==> src/rtl/apb_ram_pkg.sv <==
// apb_ram_pkg: shared FSM state type and address helpers
// for the APB3 RAM controller slice.
package apb_ram_pkg;

  typedef enum logic [1:0] {
    IDLE,
    ACCESS,
    RESP
  } state_t;

  localparam int ADDR_LSB = 2;

  // Word aligned and inside the RAM; checks every address bit.
  function automatic logic addr_ok(
    input logic [63:0]  addr,
    input int unsigned  depth
  );
    return (addr[ADDR_LSB-1:0] == '0) &&
           ((addr >> ADDR_LSB) < 64'(depth));
  endfunction

endpackage

==> src/rtl/apb_ram_ctrl_if.sv <==
// apb_ram_ctrl_if: APB3 bus bundle between the interconnect
// (master) and the RAM controller (slave).
interface apb_ram_ctrl_if #(
  parameter int ADDR_WIDTH = 32,
  parameter int DATA_WIDTH = 32
);

  logic                  PSEL;
  logic                  PENABLE;
  logic                  PWRITE;
  logic [ADDR_WIDTH-1:0] PADDR;
  logic [DATA_WIDTH-1:0] PWDATA;
  logic [DATA_WIDTH-1:0] PRDATA;
  logic                  PREADY;
  logic                  PSLVERR;

  modport master (
    output PSEL,
    output PENABLE,
    output PWRITE,
    output PADDR,
    output PWDATA,
    input  PRDATA,
    input  PREADY,
    input  PSLVERR
  );

  modport slave (
    input  PSEL,
    input  PENABLE,
    input  PWRITE,
    input  PADDR,
    input  PWDATA,
    output PRDATA,
    output PREADY,
    output PSLVERR
  );

endinterface

==> src/rtl/apb_ram_subsys.sv <==
// apb_ram_subsys: APB RAM controller wired to its RAM.
// Exposes only the APB bus and the error counter.
module apb_ram_subsys
  import apb_ram_pkg::*;
#(
  parameter int ADDR_WIDTH  = 32,
  parameter int DATA_WIDTH  = 32,
  parameter int DEPTH       = 16,
  parameter int WAIT_STATES = 0
) (
  input  logic          PCLK,
  input  logic          PRESETn,
  apb_ram_ctrl_if.slave apb,
  output logic [7:0]    err_cnt
);

  logic                  ram_en;
  logic [ADDR_WIDTH-1:0] ram_addr;
  logic [DATA_WIDTH-1:0] ram_wdata;
  logic [DATA_WIDTH-1:0] ram_rdata;

  apb_ram_ctrl #(
    .ADDR_WIDTH (ADDR_WIDTH),
    .DATA_WIDTH (DATA_WIDTH),
    .DEPTH      (DEPTH),
    .WAIT_STATES(WAIT_STATES)
  ) u_ctrl (
    .PCLK     (PCLK),
    .PRESETn  (PRESETn),
    .apb      (apb),
    .ram_en   (ram_en),
    .ram_addr (ram_addr),
    .ram_wdata(ram_wdata),
    .ram_rdata(ram_rdata),
    .err_cnt  (err_cnt)
  );

  apb_slave_ram #(
    .ADDR_WIDTH(ADDR_WIDTH),
    .DATA_WIDTH(DATA_WIDTH),
    .DEPTH     (DEPTH)
  ) u_ram (
    .PCLK  (PCLK),
    .ram_en(ram_en),
    .PADDR (ram_addr),
    .PWDATA(ram_wdata),
    .PRDATA(ram_rdata)
  );

endmodule

==> src/rtl/apb_slave_ram.sv <==
// apb_slave_ram: word-indexed RAM with combinational read and
// a write on the PCLK edge where ram_en is high.
module apb_slave_ram #(
  parameter int ADDR_WIDTH = 32,
  parameter int DATA_WIDTH = 32,
  parameter int DEPTH      = 16
) (
  input  logic                  PCLK,
  input  logic                  ram_en,
  input  logic [ADDR_WIDTH-1:0] PADDR,
  input  logic [DATA_WIDTH-1:0] PWDATA,
  output logic [DATA_WIDTH-1:0] PRDATA
);

  localparam int IW = (DEPTH > 1) ? $clog2(DEPTH) : 1;

  logic [DATA_WIDTH-1:0] mem [DEPTH];
  logic                  hit;
  logic [IW-1:0]         idx;

  assign hit    = PADDR < ADDR_WIDTH'(DEPTH);
  assign idx    = PADDR[IW-1:0];
  assign PRDATA = hit ? mem[idx] : '0;

  always_ff @(posedge PCLK) begin
    if (ram_en && hit) begin
      mem[idx] <= PWDATA;
    end
  end

endmodule

==> src/rtl/apb_ram_ctrl.sv <==
// apb_ram_ctrl: APB3 slave front-end sequencing a word-addressed RAM,
// with programmable wait states and a saturating error counter.
module apb_ram_ctrl
  import apb_ram_pkg::*;
#(
  parameter int ADDR_WIDTH  = 32,
  parameter int DATA_WIDTH  = 32,
  parameter int DEPTH       = 16,
  parameter int WAIT_STATES = 0
) (
  input  logic                  PCLK,
  input  logic                  PRESETn,
  apb_ram_ctrl_if.slave         apb,
  output logic                  ram_en,
  output logic [ADDR_WIDTH-1:0] ram_addr,
  output logic [DATA_WIDTH-1:0] ram_wdata,
  input  logic [DATA_WIDTH-1:0] ram_rdata,
  output logic [7:0]            err_cnt
);

  if (WAIT_STATES < 0 || WAIT_STATES > 15) begin : g_bad_ws
    $error("apb_ram_ctrl: WAIT_STATES must be within 0..15");
  end

  localparam logic [3:0] WS_INIT = 4'(WAIT_STATES);

  state_t                state_q;
  state_t                state_d;
  logic [3:0]            cnt_q;
  logic [3:0]            cnt_d;
  logic                  setup;
  logic                  done;

  logic [ADDR_WIDTH-1:0] addr_q;
  logic [DATA_WIDTH-1:0] wdata_q;
  logic                  write_q;
  logic                  err_q;
  logic                  err_d;

  logic [DATA_WIDTH-1:0] prdata_q;
  logic                  pready_q;
  logic                  pslverr_q;
  logic [7:0]            err_cnt_q;

  assign err_d = !addr_ok(64'(apb.PADDR), unsigned'(DEPTH));

  always_comb begin
    state_d = state_q;
    cnt_d   = cnt_q;
    setup   = 1'b0;
    done    = 1'b0;
    unique case (state_q)
      IDLE: begin
        if (apb.PSEL && !apb.PENABLE) begin
          setup   = 1'b1;
          state_d = ACCESS;
        end
      end
      ACCESS: begin
        if (!apb.PSEL) begin
          state_d = IDLE;
        end else if (!apb.PENABLE) begin
          setup = 1'b1;
        end else if (cnt_q != '0) begin
          cnt_d = cnt_q - 4'd1;
        end else begin
          done    = 1'b1;
          state_d = RESP;
        end
      end
      RESP: begin
        state_d = IDLE;
      end
      default: begin
        state_d = IDLE;
      end
    endcase
    if (setup) begin
      cnt_d = WS_INIT;
    end
  end

  always_ff @(posedge PCLK or negedge PRESETn) begin
    if (!PRESETn) begin
      state_q <= IDLE;
      cnt_q   <= '0;
    end else begin
      state_q <= state_d;
      cnt_q   <= cnt_d;
    end
  end

  always_ff @(posedge PCLK or negedge PRESETn) begin
    if (!PRESETn) begin
      addr_q    <= '0;
      wdata_q   <= '0;
      write_q   <= 1'b0;
      err_q     <= 1'b0;
      prdata_q  <= '0;
      pready_q  <= 1'b0;
      pslverr_q <= 1'b0;
      err_cnt_q <= '0;
    end else begin
      if (setup) begin
        addr_q  <= apb.PADDR;
        wdata_q <= apb.PWDATA;
        write_q <= apb.PWRITE;
        err_q   <= err_d;
      end
      // PREADY/PSLVERR live for the single RESP cycle only.
      pready_q  <= done;
      pslverr_q <= done && err_q;
      if (done) begin
        prdata_q <= (!write_q && !err_q) ? ram_rdata : '0;
      end
      if (done && err_q && err_cnt_q != 8'hFF) begin
        err_cnt_q <= err_cnt_q + 8'd1;
      end
    end
  end

  assign ram_en    = done && write_q && !err_q;
  assign ram_addr  = addr_q >> ADDR_LSB;
  assign ram_wdata = wdata_q;
  assign err_cnt   = err_cnt_q;

  assign apb.PRDATA  = prdata_q;
  assign apb.PREADY  = pready_q;
  assign apb.PSLVERR = pslverr_q;

endmodule

==> src/flat_wrapper.sv <==
// flat-port wrapper written by rule: the top's interface ports become plain ports
module apb_ram_subsys_flat import apb_ram_pkg::*;
#(
  parameter int ADDR_WIDTH  = 32,
  parameter int DATA_WIDTH  = 32,
  parameter int DEPTH       = 16,
  parameter int WAIT_STATES = 0
)
  (PCLK, PRESETn, err_cnt, apb_PSEL, apb_PENABLE, apb_PWRITE, apb_PADDR, apb_PWDATA, apb_PRDATA, apb_PREADY, apb_PSLVERR);
  apb_ram_ctrl_if #(.ADDR_WIDTH(ADDR_WIDTH), .DATA_WIDTH(DATA_WIDTH)) apb_i ();
  input  logic PCLK;
  input  logic PRESETn;
  output logic [7:0] err_cnt;
  input wire logic [$bits(apb_i.PSEL)-1:0] apb_PSEL;
  input wire logic [$bits(apb_i.PENABLE)-1:0] apb_PENABLE;
  input wire logic [$bits(apb_i.PWRITE)-1:0] apb_PWRITE;
  input wire logic [$bits(apb_i.PADDR)-1:0] apb_PADDR;
  input wire logic [$bits(apb_i.PWDATA)-1:0] apb_PWDATA;
  output wire logic [$bits(apb_i.PRDATA)-1:0] apb_PRDATA;
  output wire logic [$bits(apb_i.PREADY)-1:0] apb_PREADY;
  output wire logic [$bits(apb_i.PSLVERR)-1:0] apb_PSLVERR;
  assign apb_i.PSEL = apb_PSEL;
  assign apb_i.PENABLE = apb_PENABLE;
  assign apb_i.PWRITE = apb_PWRITE;
  assign apb_i.PADDR = apb_PADDR;
  assign apb_i.PWDATA = apb_PWDATA;
  assign apb_PRDATA = apb_i.PRDATA;
  assign apb_PREADY = apb_i.PREADY;
  assign apb_PSLVERR = apb_i.PSLVERR;
  apb_ram_subsys #(.ADDR_WIDTH(ADDR_WIDTH), .DATA_WIDTH(DATA_WIDTH), .DEPTH(DEPTH), .WAIT_STATES(WAIT_STATES)) u_core (.PCLK(PCLK), .PRESETn(PRESETn), .apb(apb_i), .err_cnt(err_cnt));
endmodule
==> config.mk <==
export PLATFORM = sky130hd
export DESIGN_NAME = apb_ram_subsys_flat
export DESIGN_NICKNAME = d
export VERILOG_FILES = /design/src/rtl/apb_ram_pkg.sv /design/src/rtl/apb_ram_ctrl_if.sv /design/src/rtl/apb_ram_subsys.sv /design/src/rtl/apb_slave_ram.sv /design/src/rtl/apb_ram_ctrl.sv /design/src/flat_wrapper.sv
export SDC_FILE = /design/constraint.sdc
export NUM_CORES = 1
export LEC_CHECK = 0
export CAP_MARGIN = 20
export CORE_UTILIZATION = 35
export CTS_CLUSTER_DIAMETER = 60
export DETAILED_ROUTE_END_ITERATION = 16
export PLACE_DENSITY_LB_ADDON = 0.3
export SETUP_SLACK_MARGIN = 0.1
export SLEW_MARGIN = 20
export SYNTH_ARGS = -nofsm -noshare
export SYNTH_HDL_FRONTEND = slang
export SYNTH_SLANG_ARGS = --single-unit
==> constraint.sdc <==
create_clock -name PCLK -period 8.6 [get_ports PCLK]
set_input_delay 1.72 -clock PCLK [delete_from_list [all_inputs] [get_ports PCLK]]
set_output_delay 1.72 -clock PCLK [all_outputs]
set_load 0.005 [all_outputs]
==> run metrics <==
measured slew at the worst slew-check pin=1.11 ns; clock latency on the worst-skew pair=0.59 ns; P_int=5280 uW; DR WL/cell=22.3 um; Die ar.=70,700 um^2; Mapped Cells=1,447; clk slew on worst S/H paths=0.06 ns; clock network fraction of total power=40.1%; Max-Slew Margin vs Limit=26.1%; CP Data Required Time=8.80 ns; final slew viol count=0; Synthesis Warnings=0; Core Box Area=68,700 um^2; drt first-iter violations=883; clock net sink count=624; total of max-cap violations=0; Hold EP=u_core.u_ctrl.addr_q[17]; post-DP HPWL=33.0 mm; commonest cells after routing, fill and taps aside=512 x edfxtp_1, 227 x nand2_1, 128 x mux2i_1; r2r endpoint=u_core.u_ctrl.apb.PRDATA[4]; Max Clk Rate=219 MHz; NetSw=1620 uW; Die W=266 um; port bufs=110; GRT overflow=0; RSZ-0062 raised after global routing=no; Crit Path Category=in -> reg; Clock Path Buffers=3; R2R Setup Slk=4.97 ns; Final period util=53.1%; cells resized by post-CTS repair=0; DR pass1 iterations=5; Netlist cell types=43; Worst path slowest cell=and4b_2; Fin. Hold Viols=0; commonest non-fill, non-tap cell in the layout=edfxtp_1; CP max FO=32; Clock H-tree levels=3; vias per std cell=4.99; layout cells sized above 1=13.4%; Layout area overhead=16.6%; Post-synth EDFFs=512; CTS tree=yes; drc violations=0; hold-critical path depth=2; first-pass GRT wire length=85.0 mm; Tmin final=4.57 ns; diode count=0; gpl congestion=0.778; Sequential Power Share=51.8%; power per cell area=243 nW/um^2; Min-Delay Path Class=reg -> reg; maximum vdd drop=0.129 mV; vias=12,700; switching share of power=23.5%; clock tree root driver cell=clkbuf_16; vias in the first global route=13,000; CTS Buf Count=68; synthesized area per cell=16.8 um^2; synthesized flop and latch total=624; Pleak=0.00996 uW; setup bufs post-CTS=0; Routed Antenna Nets=0; initial antenna violation count=0; startpoint types=primary input; Post-Route Setup TNS=0 ns; filler cell count=6,237; worst r2r path cells=6; largest net degree at the start of global routing=71; Overall Power=6900 uW; Logic pwr share=8.1%; Final nets=1,629; r2r startpoint=u_core.u_ctrl.addr_q[3]; final wirelength=56.6 mm; async set or reset register ratio after synthesis=17.9%; CP Cell Sequence=clkdlybuf4s50_1 > and4b_1 > nand4_1 > nor3_1 > and4b_2; Global Route Usage Sum=16.3%; register area share after synthesis=74.6%; critical path arrival=4.77 ns; CP endpoint kind=flip-flop; hold_buf cts=0; Most used DFF post-synth=edfxtp_1; start point of the worst hold path=u_core.u_ctrl.addr_q[17]; Initial Utilization=35.5%; I/O Pins=111; mapped cell area=24,400 um^2; site row count=96; height of the die=266 um; final setup fails=0; syn nets=1,519; CP peak stage delay=1.08 ns; Final Skew=0.0184 ns; outcome=finished, final reports clean
## stage by stage
stage                     cells  setup WS (ns)  utilization [%]  hold WS [ns]  instance area [um^2]
after detailed placement   2418           3.51             38.3         0.465                 26300
after floorplan            1447           4.74                -         0.446                 24400
after global routing       2541           3.78             41.3         0.504                 28400
after global placement     2418           3.61             38.3         0.459                 26300
final                      2541           4.03             41.3         0.473                 28400
after CTS                  2541           4.15             41.3         0.478                 28400
## logic make-up after synthesis
logic type / Yosys count / share of synthesized area (%)
buffers and inverters: 89 / 2.04
adders and majority gates: 3 / 0.154
DFF: 624 / 74.6
xor gates and xnor gates: 9 / 0.324
muxes: 193 / 11.2
AOI/OAI and AO/OA: 133 / 4.12
and+or+nand+nor: 396 / 7.51
## per-layer routing
metal  GRT usage (%)  vias to the layer above  share of wire (%)  wire length (um)
li1                -                     5754                  -                 -
met5               0                        -                  0                 0
met4            4.94                        0                2.0              1110
met1            24.0                     6553                 48             27400
met2            24.6                      298                 45             25500
met3            2.91                       64                4.7              2670
## synthesized netlist by cell type (4+ instances only)
cell      number  area, um^2
a22o_1        24         210
a22o_2         8        80.1
and2_1         6        37.5
and2b_2        8        70.1
and3_1         8        50.1
and4b_1        5        50.1
buf_2         14        70.1
buf_4         11        82.6
clkbuf_1      44         165
clkbuf_8       5        68.8
dfrtp_1      112        2800
edfxtp_1     512       15400
inv_1          6        22.5
mux2i_1      128        1280
mux4_2        64        1440
nand2_1      227         852
nand3_1       10        50.1
nand4_1        4        25.0
nor2_1        42         158
nor2b_1       28         175
nor3_1        37         185
nor4_1        11        68.8
o21a_1        32         240
o21ai_0        4        20.0
o22ai_1       32         200
o31ai_1       31         233
xor2_1         8        70.1
## how the worst max path moves through the flow
stage           startpoint                       end  slack [ns]  cells past startpoint
3_3_place_gp   apb_PENABLE   u_core.u_ram.mem[13][7]        3.61                      5
3_5_place_dp   apb_PENABLE   u_core.u_ram.mem[13][7]        3.51                      5
5_1_grt        apb_PENABLE   u_core.u_ram.mem[13][7]        3.78                      5
4_1_cts        apb_PENABLE  u_core.u_ram.mem[13][25]        4.15                      5
6_report       apb_PENABLE  u_core.u_ram.mem[13][14]        4.03                      5
2_1_floorplan     apb_PSEL    u_core.u_ram.mem[5][0]        4.74                      6
## cell type report
class / instances / area, um^2 / share of cell area [%]
clock buffers: 92 / 1890 / 6.64
clock inverters: 31 / 223 / 0.784
multi-input cells: 734 / 5720 / 20.1
flip-flops and latches: 624 / 18200 / 64.0
well taps: 931 / 1160 / 4.10
repair buffers: 123 / 1200 / 4.24
inverters: 6 / 22.5 / 0.0793
## registers in the layout (all words and copies together) (netlist names)
signal and count:
u_core.u_ram.mem 512, u_core.u_ctrl.write_q 1, u_core.u_ctrl.apb.PRDATA 32, u_core.u_ctrl.ram_wdata 32
u_core.u_ctrl.state_q 2, u_core.u_ctrl.apb.PREADY 1, u_core.u_ctrl.cnt_q 4, u_core.u_ctrl.apb.PSLVERR 1
u_core.u_ctrl.err_q 1, u_core.u_ctrl.addr_q 30, u_core.u_ctrl.err_cnt 8
## power groups by stage
stage | clock network [uW] | logic [uW] | registers (uW)
after CTS | 2820 | 568 | 3580
after global routing | 2930 | 611 | 3590
after detailed placement | 0 | 566 | 3640
after floorplan | 0 | 410 | 3520
after global placement | 0 | 562 | 3630
final | 2770 | 559 | 3570
## critical path, delay by kind of cell
| kind | cells | cell delay (ns) |
|---|---|---|
| simple gates | 4 | 2.49 |
| buf+inv | 1 | 0.52 |
Note: power is estimated with default switching activity, not from simulation.
